--- src/rtl/aes_key_expander_if.sv ---
// Request/stream bundle for the AES key expander: start/mode/key in, round keys out with valid/ready.
interface aes_key_expander_if #(
  parameter int unsigned MAX_NK = 8,
  parameter int unsigned IDX_W  = 4
);
  logic                  start;
  logic [1:0]            key_len;
  logic [32*MAX_NK-1:0]  key_in;
  logic                  busy;
  logic                  rk_valid;
  logic                  rk_ready;
  logic [127:0]          rk_data;
  logic [IDX_W-1:0]      rk_idx;
  logic                  rk_last;
  logic                  done;
  logic                  err;

  modport master (
    output start, key_len, key_in, rk_ready,
    input  busy, rk_valid, rk_data, rk_idx, rk_last, done, err
  );

  modport slave (
    input  start, key_len, key_in, rk_ready,
    output busy, rk_valid, rk_data, rk_idx, rk_last, done, err
  );
endinterface

--- src/rtl/aes_key_expander.sv ---
// Iterative AES-128/192/256 key schedule: one word per clock, streams 128-bit round keys.
// Optional round-key store with combinational read port under macro AES_KEY_EXP_STORE_EN.
module aes_key_expander #(
  parameter int unsigned MAX_NK = 8,
  parameter int unsigned IDX_W  = 4
) (
  input  logic               clk,
  input  logic               rst_n,
`ifdef AES_KEY_EXP_STORE_EN
  input  logic [IDX_W-1:0]   rd_idx,
  output logic [127:0]       rd_key,
`endif
  aes_key_expander_if.slave  bus
);

  localparam int unsigned I_W    = 6;
  localparam int unsigned NR_MAX = MAX_NK + 6;

  localparam logic [1:0] S_IDLE = 2'd0;
  localparam logic [1:0] S_GEN  = 2'd1;
  localparam logic [1:0] S_HOLD = 2'd2;
  localparam logic [1:0] S_FIN  = 2'd3;

  // AES S-box, entry 0 in the top byte so the lookup index is ~x
  localparam logic [255:0][7:0] SBOX = {
    128'h637c777bf26b6fc53001672bfed7ab76, 128'hca82c97dfa5947f0add4a2af9ca472c0,
    128'hb7fd9326363ff7cc34a5e5f171d83115, 128'h04c723c31896059a071280e2eb27b275,
    128'h09832c1a1b6e5aa0523bd6b329e32f84, 128'h53d100ed20fcb15b6acbbe394a4c58cf,
    128'hd0efaafb434d338545f9027f503c9fa8, 128'h51a3408f929d38f5bcb6da2110fff3d2,
    128'hcd0c13ec5f974417c4a77e3d645d1973, 128'h60814fdc222a908846eeb814de5e0bdb,
    128'he0323a0a4906245cc2d3ac629195e479, 128'he7c8376d8dd54ea96c56f4ea657aae08,
    128'hba78252e1ca6b4c6e8dd741f4bbd8b8a, 128'h703eb5664803f60e613557b986c11d9e,
    128'he1f8981169d98e949b1e87e9ce5528df, 128'h8ca1890dbfe6426841992d0fb054bb16
  };

  function automatic logic [31:0] sub_word(input logic [31:0] x);
    return {SBOX[~x[31:24]], SBOX[~x[23:16]], SBOX[~x[15:8]], SBOX[~x[7:0]]};
  endfunction

  function automatic logic [3:0] nk_of(input logic [1:0] kl);
    case (kl)
      2'b00:   return 4'd4;
      2'b01:   return 4'd6;
      default: return 4'd8;
    endcase
  endfunction

  function automatic logic [7:0] xtime(input logic [7:0] b);
    return {b[6:0], 1'b0} ^ (b[7] ? 8'h1b : 8'h00);
  endfunction

  logic [1:0]                   state_q, state_d;
  logic                         busy_q, busy_d;
  logic                         rk_valid_q, rk_valid_d;
  logic                         rk_last_q, rk_last_d;
  logic                         done_q, done_d;
  logic                         err_q, err_d;
  logic [127:0]                 rk_data_q, rk_data_d;
  logic [IDX_W-1:0]             rk_idx_q, rk_idx_d;
  logic [1:0]                   key_len_q, key_len_d;
  logic [MAX_NK-1:0][31:0]      key_q, key_d;
  logic [MAX_NK-1:0][31:0]      hist_q, hist_d;
  logic [95:0]                  acc_q, acc_d;
  logic [I_W-1:0]               i_q, i_d;
  logic [2:0]                   pos_q, pos_d;
  logic [7:0]                   rc_q, rc_d;
  logic [IDX_W-1:0]             r_q, r_d;

  logic [3:0]                   nk;
  logic [IDX_W-1:0]             nr;
  logic                         key_phase;
  logic [31:0]                  kw, wnk, temp, word;
  logic                         legal_c;
  logic                         accept_c;

  assign legal_c  = (bus.key_len != 2'b11) && (nk_of(bus.key_len) <= 4'(MAX_NK));
  assign accept_c = (state_q == S_HOLD) && bus.rk_ready;

  // Next expanded word w[i] from the latched key or the Nk-word history
  always_comb begin
    nk        = nk_of(key_len_q);
    nr        = IDX_W'(nk) + IDX_W'(6);
    key_phase = (i_q < I_W'(nk));
    kw        = '0;
    for (int j = 0; j < int'(MAX_NK); j++) begin
      if (i_q == I_W'(j)) kw = key_q[MAX_NK-1-j];
    end
    wnk = '0;
    for (int j = 0; j < int'(MAX_NK); j++) begin
      if (nk == 4'(j + 1)) wnk = hist_q[j];
    end
    temp = hist_q[0];
    if (pos_q == 3'd0) begin
      temp = sub_word({temp[23:0], temp[31:24]}) ^ {rc_q, 24'h0};
    end else if ((nk == 4'd8) && (pos_q == 3'd4)) begin
      temp = sub_word(temp);
    end
    word = key_phase ? kw : (wnk ^ temp);
  end

  // Control: next state and next values of all registers
  always_comb begin
    state_d    = state_q;
    busy_d     = busy_q;
    rk_valid_d = rk_valid_q;
    rk_last_d  = rk_last_q;
    done_d     = 1'b0;
    err_d      = 1'b0;
    rk_data_d  = rk_data_q;
    rk_idx_d   = rk_idx_q;
    key_len_d  = key_len_q;
    key_d      = key_q;
    hist_d     = hist_q;
    acc_d      = acc_q;
    i_d        = i_q;
    pos_d      = pos_q;
    rc_d       = rc_q;
    r_d        = r_q;

    case (state_q)
      S_IDLE: begin
        if (bus.start) begin
          if (legal_c) begin
            state_d   = S_GEN;
            busy_d    = 1'b1;
            key_len_d = bus.key_len;
            key_d     = bus.key_in;
            i_d       = '0;
            pos_d     = '0;
            rc_d      = 8'h01;
            r_d       = '0;
          end else begin
            err_d = 1'b1;
          end
        end
      end
      S_GEN: begin
        hist_d = {hist_q[MAX_NK-2:0], word};
        acc_d  = {acc_q[63:0], word};
        i_d    = i_q + I_W'(1);
        pos_d  = (pos_q == 3'(nk - 4'd1)) ? 3'd0 : pos_q + 3'd1;
        if ((pos_q == 3'd0) && !key_phase) rc_d = xtime(rc_q);
        if (i_q[1:0] == 2'b11) begin
          rk_data_d  = {acc_q, word};
          rk_idx_d   = r_q;
          rk_valid_d = 1'b1;
          rk_last_d  = (r_q == nr);
          state_d    = S_HOLD;
        end
      end
      S_HOLD: begin
        if (bus.rk_ready) begin
          rk_valid_d = 1'b0;
          rk_last_d  = 1'b0;
          if (r_q == nr) begin
            state_d = S_FIN;
            done_d  = 1'b1;
            busy_d  = 1'b0;
          end else begin
            r_d     = r_q + IDX_W'(1);
            state_d = S_GEN;
          end
        end
      end
      S_FIN:   state_d = S_IDLE;
      default: state_d = S_IDLE;
    endcase
  end

  always_ff @(posedge clk or negedge rst_n) begin
    if (!rst_n) begin
      state_q    <= S_IDLE;
      busy_q     <= 1'b0;
      rk_valid_q <= 1'b0;
      rk_last_q  <= 1'b0;
      done_q     <= 1'b0;
      err_q      <= 1'b0;
      rk_data_q  <= '0;
      rk_idx_q   <= '0;
      key_len_q  <= '0;
      key_q      <= '0;
      hist_q     <= '0;
      acc_q      <= '0;
      i_q        <= '0;
      pos_q      <= '0;
      rc_q       <= '0;
      r_q        <= '0;
    end else begin
      state_q    <= state_d;
      busy_q     <= busy_d;
      rk_valid_q <= rk_valid_d;
      rk_last_q  <= rk_last_d;
      done_q     <= done_d;
      err_q      <= err_d;
      rk_data_q  <= rk_data_d;
      rk_idx_q   <= rk_idx_d;
      key_len_q  <= key_len_d;
      key_q      <= key_d;
      hist_q     <= hist_d;
      acc_q      <= acc_d;
      i_q        <= i_d;
      pos_q      <= pos_d;
      rc_q       <= rc_d;
      r_q        <= r_d;
    end
  end

  assign bus.busy     = busy_q;
  assign bus.rk_valid = rk_valid_q;
  assign bus.rk_last  = rk_last_q;
  assign bus.done     = done_q;
  assign bus.err      = err_q;
  assign bus.rk_data  = rk_data_q;
  assign bus.rk_idx   = rk_idx_q;

`ifdef AES_KEY_EXP_STORE_EN
  // Accepted round keys kept by index for reverse-order (decryption) reads
  logic [127:0] store_q [NR_MAX+1];

  always_ff @(posedge clk or negedge rst_n) begin
    if (!rst_n) begin
      for (int j = 0; j <= int'(NR_MAX); j++) store_q[j] <= '0;
    end else if ((state_q == S_IDLE) && bus.start && legal_c) begin
      for (int j = 0; j <= int'(NR_MAX); j++) store_q[j] <= '0;
    end else if (accept_c) begin
      for (int j = 0; j <= int'(NR_MAX); j++) begin
        if (rk_idx_q == IDX_W'(j)) store_q[j] <= rk_data_q;
      end
    end
  end

  always_comb begin
    rd_key = '0;
    for (int j = 0; j <= int'(NR_MAX); j++) begin
      if (rd_idx == IDX_W'(j)) rd_key = store_q[j];
    end
  end
`else
  logic unused_accept;
  assign unused_accept = accept_c;
`endif

endmodule

--- src/flat_wrapper.sv ---
// flat-port wrapper written by rule: the top's interface ports become plain ports
module aes_key_expander_flat 
#(
  parameter int unsigned MAX_NK = 8,
  parameter int unsigned IDX_W  = 4
)
  (clk, rst_n, bus_start, bus_key_len, bus_key_in, bus_rk_ready, bus_busy, bus_rk_valid, bus_rk_data, bus_rk_idx, bus_rk_last, bus_done, bus_err);
  aes_key_expander_if #(.MAX_NK(MAX_NK), .IDX_W(IDX_W)) bus_i ();
  input  logic clk;
  input  logic rst_n;
  input wire logic [$bits(bus_i.start)-1:0] bus_start;
  input wire logic [$bits(bus_i.key_len)-1:0] bus_key_len;
  input wire logic [$bits(bus_i.key_in)-1:0] bus_key_in;
  input wire logic [$bits(bus_i.rk_ready)-1:0] bus_rk_ready;
  output wire logic [$bits(bus_i.busy)-1:0] bus_busy;
  output wire logic [$bits(bus_i.rk_valid)-1:0] bus_rk_valid;
  output wire logic [$bits(bus_i.rk_data)-1:0] bus_rk_data;
  output wire logic [$bits(bus_i.rk_idx)-1:0] bus_rk_idx;
  output wire logic [$bits(bus_i.rk_last)-1:0] bus_rk_last;
  output wire logic [$bits(bus_i.done)-1:0] bus_done;
  output wire logic [$bits(bus_i.err)-1:0] bus_err;
  assign bus_i.start = bus_start;
  assign bus_i.key_len = bus_key_len;
  assign bus_i.key_in = bus_key_in;
  assign bus_i.rk_ready = bus_rk_ready;
  assign bus_busy = bus_i.busy;
  assign bus_rk_valid = bus_i.rk_valid;
  assign bus_rk_data = bus_i.rk_data;
  assign bus_rk_idx = bus_i.rk_idx;
  assign bus_rk_last = bus_i.rk_last;
  assign bus_done = bus_i.done;
  assign bus_err = bus_i.err;
  aes_key_expander #(.MAX_NK(MAX_NK), .IDX_W(IDX_W)) u_core (.clk(clk), .rst_n(rst_n), .bus(bus_i));
endmodule
--- config.mk ---
export PLATFORM = sky130hd
export DESIGN_NAME = aes_key_expander_flat
export DESIGN_NICKNAME = d
export VERILOG_FILES = /design/src/rtl/aes_key_expander_if.sv /design/src/rtl/aes_key_expander.sv /design/src/flat_wrapper.sv
export SDC_FILE = /design/constraint.sdc
export NUM_CORES = 2
export LEC_CHECK = 0
export BUFFER_PORTS_ARGS = -buffer_cell sky130_fd_sc_hd__buf_2
export CAP_MARGIN = 40
export CORE_MARGIN = 8
export CORE_UTILIZATION = 55
export CTS_CLUSTER_SIZE = 8
export DETAILED_ROUTE_END_ITERATION = 10
export PLACE_DENSITY = 0.81
export SETUP_SLACK_MARGIN = 0.2
export SLEW_MARGIN = 20
export SYNTH_ARGS = -nofsm -noshare
export SYNTH_HDL_FRONTEND = slang
export SYNTH_SLANG_ARGS = --single-unit
--- constraint.sdc ---
create_clock -name clk -period 6.64 [get_ports clk]
set_input_delay 1.992 -clock clk [delete_from_list [all_inputs] [get_ports clk]]
set_output_delay 1.992 -clock clk [all_outputs]
set_load 0.02 [all_outputs]
==> run_summary.xml <==
<?xml version="1.0" encoding="UTF-8"?>
<metrics>
  <group name="status">
    <metric name="run_status" unit="">completed</metric>
  </group>
  <group name="timing">
    <metric name="report.final.hold_viol_count" unit="">0</metric>
    <metric name="totalNegativeSetupSlack" unit="ps">0</metric>
    <metric name="max-slew-margin-rel" unit="%">29.6</metric>
    <metric name="rsz0062_at_grt" unit="">false</metric>
    <metric name="maxClockFrequency" unit="GHz">0.220</metric>
    <metric name="worst_slack_setup_final" unit="ps">2090</metric>
    <metric name="worst-slew-pin-transition" unit="ps">1060</metric>
    <metric name="setup_viol" unit="">0</metric>
    <metric name="clock-skew-final" unit="ps">61.3</metric>
    <metric name="period_needed" unit="ps">4550</metric>
    <metric name="fin_crit_share" unit="%">68.6</metric>
    <metric name="slew_violations" unit="">0</metric>
  </group>
  <group name="floorplan">
    <metric name="die_width" unit="um">295</metric>
    <metric name="core_area" unit="um2">77200</metric>
    <metric name="die_area" unit="um2">87000</metric>
    <metric name="floorplan.initialDensity" unit="%">55.4</metric>
    <metric name="fp.dieH" unit="um">295</metric>
    <metric name="core.rowCount" unit="">102</metric>
    <metric name="design.portCount" unit="">399</metric>
  </group>
  <group name="logic_synthesis">
    <metric name="synth.yosys.warnings" unit="">0</metric>
    <metric name="synth_top_flop_cell" unit="">dfrtp_1</metric>
    <metric name="syn-cell-area" unit="um2">42800</metric>
    <metric name="synth-edff-count" unit="">0</metric>
    <metric name="register_area_share_after_synthesis" unit="%">39.4</metric>
    <metric name="synth.top_cells.by_area" unit="">dfrtp_1 39%, nand2_1 17%, o21ai_0 3.1%</metric>
    <metric name="ys_async_sr_fraction" unit="%">100</metric>
    <metric name="synthesis.nets" unit="">5853</metric>
    <metric name="yosys_reg_bits" unit="">674</metric>
    <metric name="synth_largest_type_area_fraction" unit="%">39.4</metric>
    <metric name="synthesis.instances" unit="">5522</metric>
    <metric name="yosysUniqueCellTypes" unit="">100</metric>
    <metric name="netlist.top_cell.by_area" unit="">dfrtp_1</metric>
    <metric name="synth_area_per_cell" unit="um2">7.75</metric>
  </group>
  <group name="finish">
    <metric name="drive_gt1_share" unit="%">13.9</metric>
    <metric name="nFillCells" unit="">6715</metric>
    <metric name="stdcell_count" unit="">6708</metric>
    <metric name="final_net_count" unit="">5973</metric>
    <metric name="areaGrowthSynthToFinish" unit="%">12.0</metric>
    <metric name="postLayoutCellArea" unit="um2">47900</metric>
  </group>
  <group name="clocking">
    <metric name="cts_tree" unit="">built</metric>
    <metric name="clockRootBuffer" unit="">clkbuf_16</metric>
    <metric name="insertion_delay" unit="ps">680</metric>
    <metric name="clkSinkCount" unit="">674</metric>
    <metric name="worst_setup_hold_path_clk_slew" unit="ps">50</metric>
    <metric name="ctsHoldBuffers" unit="">0</metric>
    <metric name="tritoncts.num_buffers" unit="">96</metric>
    <metric name="h-tree-depth" unit="">3</metric>
    <metric name="post_cts.resized_instances" unit="">0</metric>
    <metric name="cts_post_setup_buffers_inserted" unit="">0</metric>
    <metric name="clockBufferDepth" unit="">3</metric>
  </group>
  <group name="worst_setup_path">
    <metric name="timing.reg2reg.setup_slack" unit="ps">2090</metric>
    <metric name="worstSetupStartpointType" unit="">flip-flop</metric>
    <metric name="worstRegToRegCells" unit="">11</metric>
    <metric name="crit_type" unit="">reg2reg</metric>
    <metric name="critical_path_peak_fanout" unit="">35</metric>
    <metric name="crit-reg2reg-capture" unit="">u_core.bus.rk_data[30]$_DFFE_PN0P_</metric>
    <metric name="worstPathArrival" unit="ps">5090</metric>
    <metric name="timing.critical_path.required" unit="ps">7180</metric>
    <metric name="worst_r2r_startpoint" unit="">u_core.acc_q[19]$_DFFE_PN0P_</metric>
    <metric name="worst_setup_path_end_kind" unit="">flip-flop</metric>
  </group>
  <group name="grt">
    <metric name="overflow" unit="">0</metric>
    <metric name="global_route.usage.total" unit="%">39.4</metric>
    <metric name="number_of_global_route_vias_before_repair" unit="">42300</metric>
    <metric name="grt_pass1_wl" unit="um">266000</metric>
    <metric name="largest_net_degree_at_the_start_of_global_routing" unit="">161</metric>
    <metric name="antenna_violations_before_repair" unit="">7</metric>
  </group>
  <group name="place">
    <metric name="dpl_cell_area" unit="um2">45100</metric>
    <metric name="placed_cells" unit="">6577</metric>
    <metric name="portBuffers" unit="">398</metric>
    <metric name="dp_hpwl" unit="um">124000</metric>
    <metric name="finalWeightedCongestion" unit="">1.06</metric>
    <metric name="post-place-ws" unit="ps">2440</metric>
  </group>
  <group name="power">
    <metric name="leakagePower" unit="nW">22.9</metric>
    <metric name="p_per_area" unit="nW/um2">651</metric>
    <metric name="power.ir.vdd_worst" unit="V">0.000387</metric>
  </group>
  <group name="route">
    <metric name="post-route-drc-count" unit="">0</metric>
    <metric name="wl" unit="um">177000</metric>
    <metric name="vias" unit="">44700</metric>
    <metric name="detailedRoute.firstPassIterationCount" unit="">9</metric>
    <metric name="initial_detailed_routing_violation_count" unit="">7551</metric>
    <metric name="drtAntennaViolNets" unit="">0</metric>
    <metric name="drt-vias-per-instance" unit="">6.66</metric>
    <metric name="avgRoutedWirePerCell" unit="um">26.4</metric>
  </group>
  <group name="worst_hold_path">
    <metric name="type_of_the_tightest_min_delay_check" unit="">reg2reg</metric>
    <metric name="worst_hold_startpoint" unit="">u_core.hist_q[143]$_DFFE_PN0P_</metric>
    <metric name="timing.hold.worst_path_depth" unit="">2</metric>
    <metric name="hold_path_end" unit="">u_core.hist_q[175]$_DFFE_PN0P_</metric>
  </group>
  <group name="job">
    <metric name="max_cap_violations" unit="">0</metric>
  </group>
</metrics>
kinds of logic after synthesis:
family	Yosys count	synth area share [%]
and+or+nand+nor	2772	27.2
AOI/OAI and AO/OA	1264	20.3
DFF	674	39.4
buffers and inverters	562	5.52
muxes	126	4.42
adders and majority gates	69	2.02
xor gates and xnor gates	55	1.13
worst max-delay path, cell delays in order (launching register included):
cell and delay [ps]:
dfrtp_2 830, buf_4 370, nand2b_1 500, a21oi_1 220, o311ai_0 530, nand4_1 230
o211ai_1 630, xor2_1 170, a221oi_2 430, xnor2_1 170, nor2_1 80, o31ai_1 260
metal layers:
layer | vias to the layer above | GRT usage [%] | wire, um
li1 | 19300 | - | -
met1 | 21200 | 50.4 | 64800
met2 | 3436 | 59.3 | 75900
met3 | 757 | 10.8 | 22200
met4 | 6 | 24.6 | 14000
met5 | - | 0 | 45
worst max-delay path by stage:
stage | cells past startpoint | slack, ps | startpoint | to
after floorplan | 16 | 2860 | u_core.acc_q[25]$_DFFE_PN0P_ | u_core.bus.rk_data[30]$_DFFE_PN0P_
after global routing | 11 | 2000 | u_core.acc_q[19]$_DFFE_PN0P_ | u_core.bus.rk_data[30]$_DFFE_PN0P_
after detailed placement | 11 | 2440 | u_core.acc_q[11]$_DFFE_PN0P_ | u_core.bus.rk_data[9]$_DFFE_PN0P_
after global placement | 12 | 2300 | u_core.acc_q[10]$_DFFE_PN0P_ | u_core.acc_q[9]$_DFFE_PN0P_
after CTS | 14 | 2330 | u_core.acc_q[1]$_DFFE_PN0P_ | u_core.bus.rk_data[8]$_DFFE_PN0P_
final | 11 | 2090 | u_core.acc_q[19]$_DFFE_PN0P_ | u_core.bus.rk_data[30]$_DFFE_PN0P_
cells in the mapped netlist (all sizes together), types with 66 or more instances:
cell	instances
a21oi	248
a221oi	82
buf	174
clkbuf	336
dfrtp	674
ha	69
nand2	1932
nand2b	88
nand3	87
nor2	281
nor2b	73
nor3	128
o21ai	306
o31ai	66
state kept, by name (all words and copies together), names as in the netlist:
name and count:
u_core.acc_q 96, u_core.bus.busy 1, u_core.bus.done 1, u_core.bus.err 1
u_core.bus.rk_data 128, u_core.bus.rk_idx 4, u_core.bus.rk_last 1, u_core.bus.rk_valid 1
u_core.hist_q 160, u_core.i_q 6, u_core.key_len_q 2, u_core.key_q 256
u_core.pos_q 3, u_core.r_q 4, u_core.rc_q 8, u_core.state_q 2
power by group:
part	internal, mW	switching, mW
Combinational	6.08	13.0
Clock	2.65	1.85
Sequential	5.89	1.68
area by class of cell:
cell class	count	area [um2]	share of cell area, %
Multi-Input combinational cell	4286	23600	49.3
Sequential cell	674	16900	35.2
Timing Repair Buffer	532	3200	6.67
Clock buffer	109	2470	5.15
Tap cell	1040	1300	2.71
Clock inverter	12	239	0.498
Inverter	52	195	0.407
Antenna cell	3	7.51	0.0157
metrics by stage:
stage               total power, mW  utilization (%)  hold slack, ps
floorplan                      19.2                -             439
global placement               25.5             58.2             442
detailed placement             25.7             58.5             450
CTS                            30.3             62.0             436
global route                   32.6             62.1             460
finish                         31.2             62.1             435
cells in the final DEF, fill, tap and decap left out, types with 14 or more instances in the layout:
cell type and instances:
a22o_1 16, or2_2 14, clkbuf_16 96, nor3_1 128, o2111ai_1 15, o21a_1 14, xnor2_1 43, a2111oi_0 14
and3_1 24, nor2b_1 70, a31oi_1 60, o31ai_1 66, a221oi_1 76, o221ai_1 30, ha_1 69, nand2_1 1930
o211ai_1 60, nand4_1 21, buf_2 405, nand2b_1 87, o21ai_1 42, o22ai_1 22, a311oi_1 24, mux4_2 49
nand3_1 86, o311ai_0 34, buf_4 110, o21ai_0 263, o32ai_1 20, nor2_1 279, a32oi_1 14, inv_1 38
a21oi_1 245, a211oi_1 60, a311o_1 14, mux2i_1 64, a21o_1 17, and2_1 33, dfrtp_1 661, or3_1 15
Note: power is estimated with default switching activity, not from simulation.
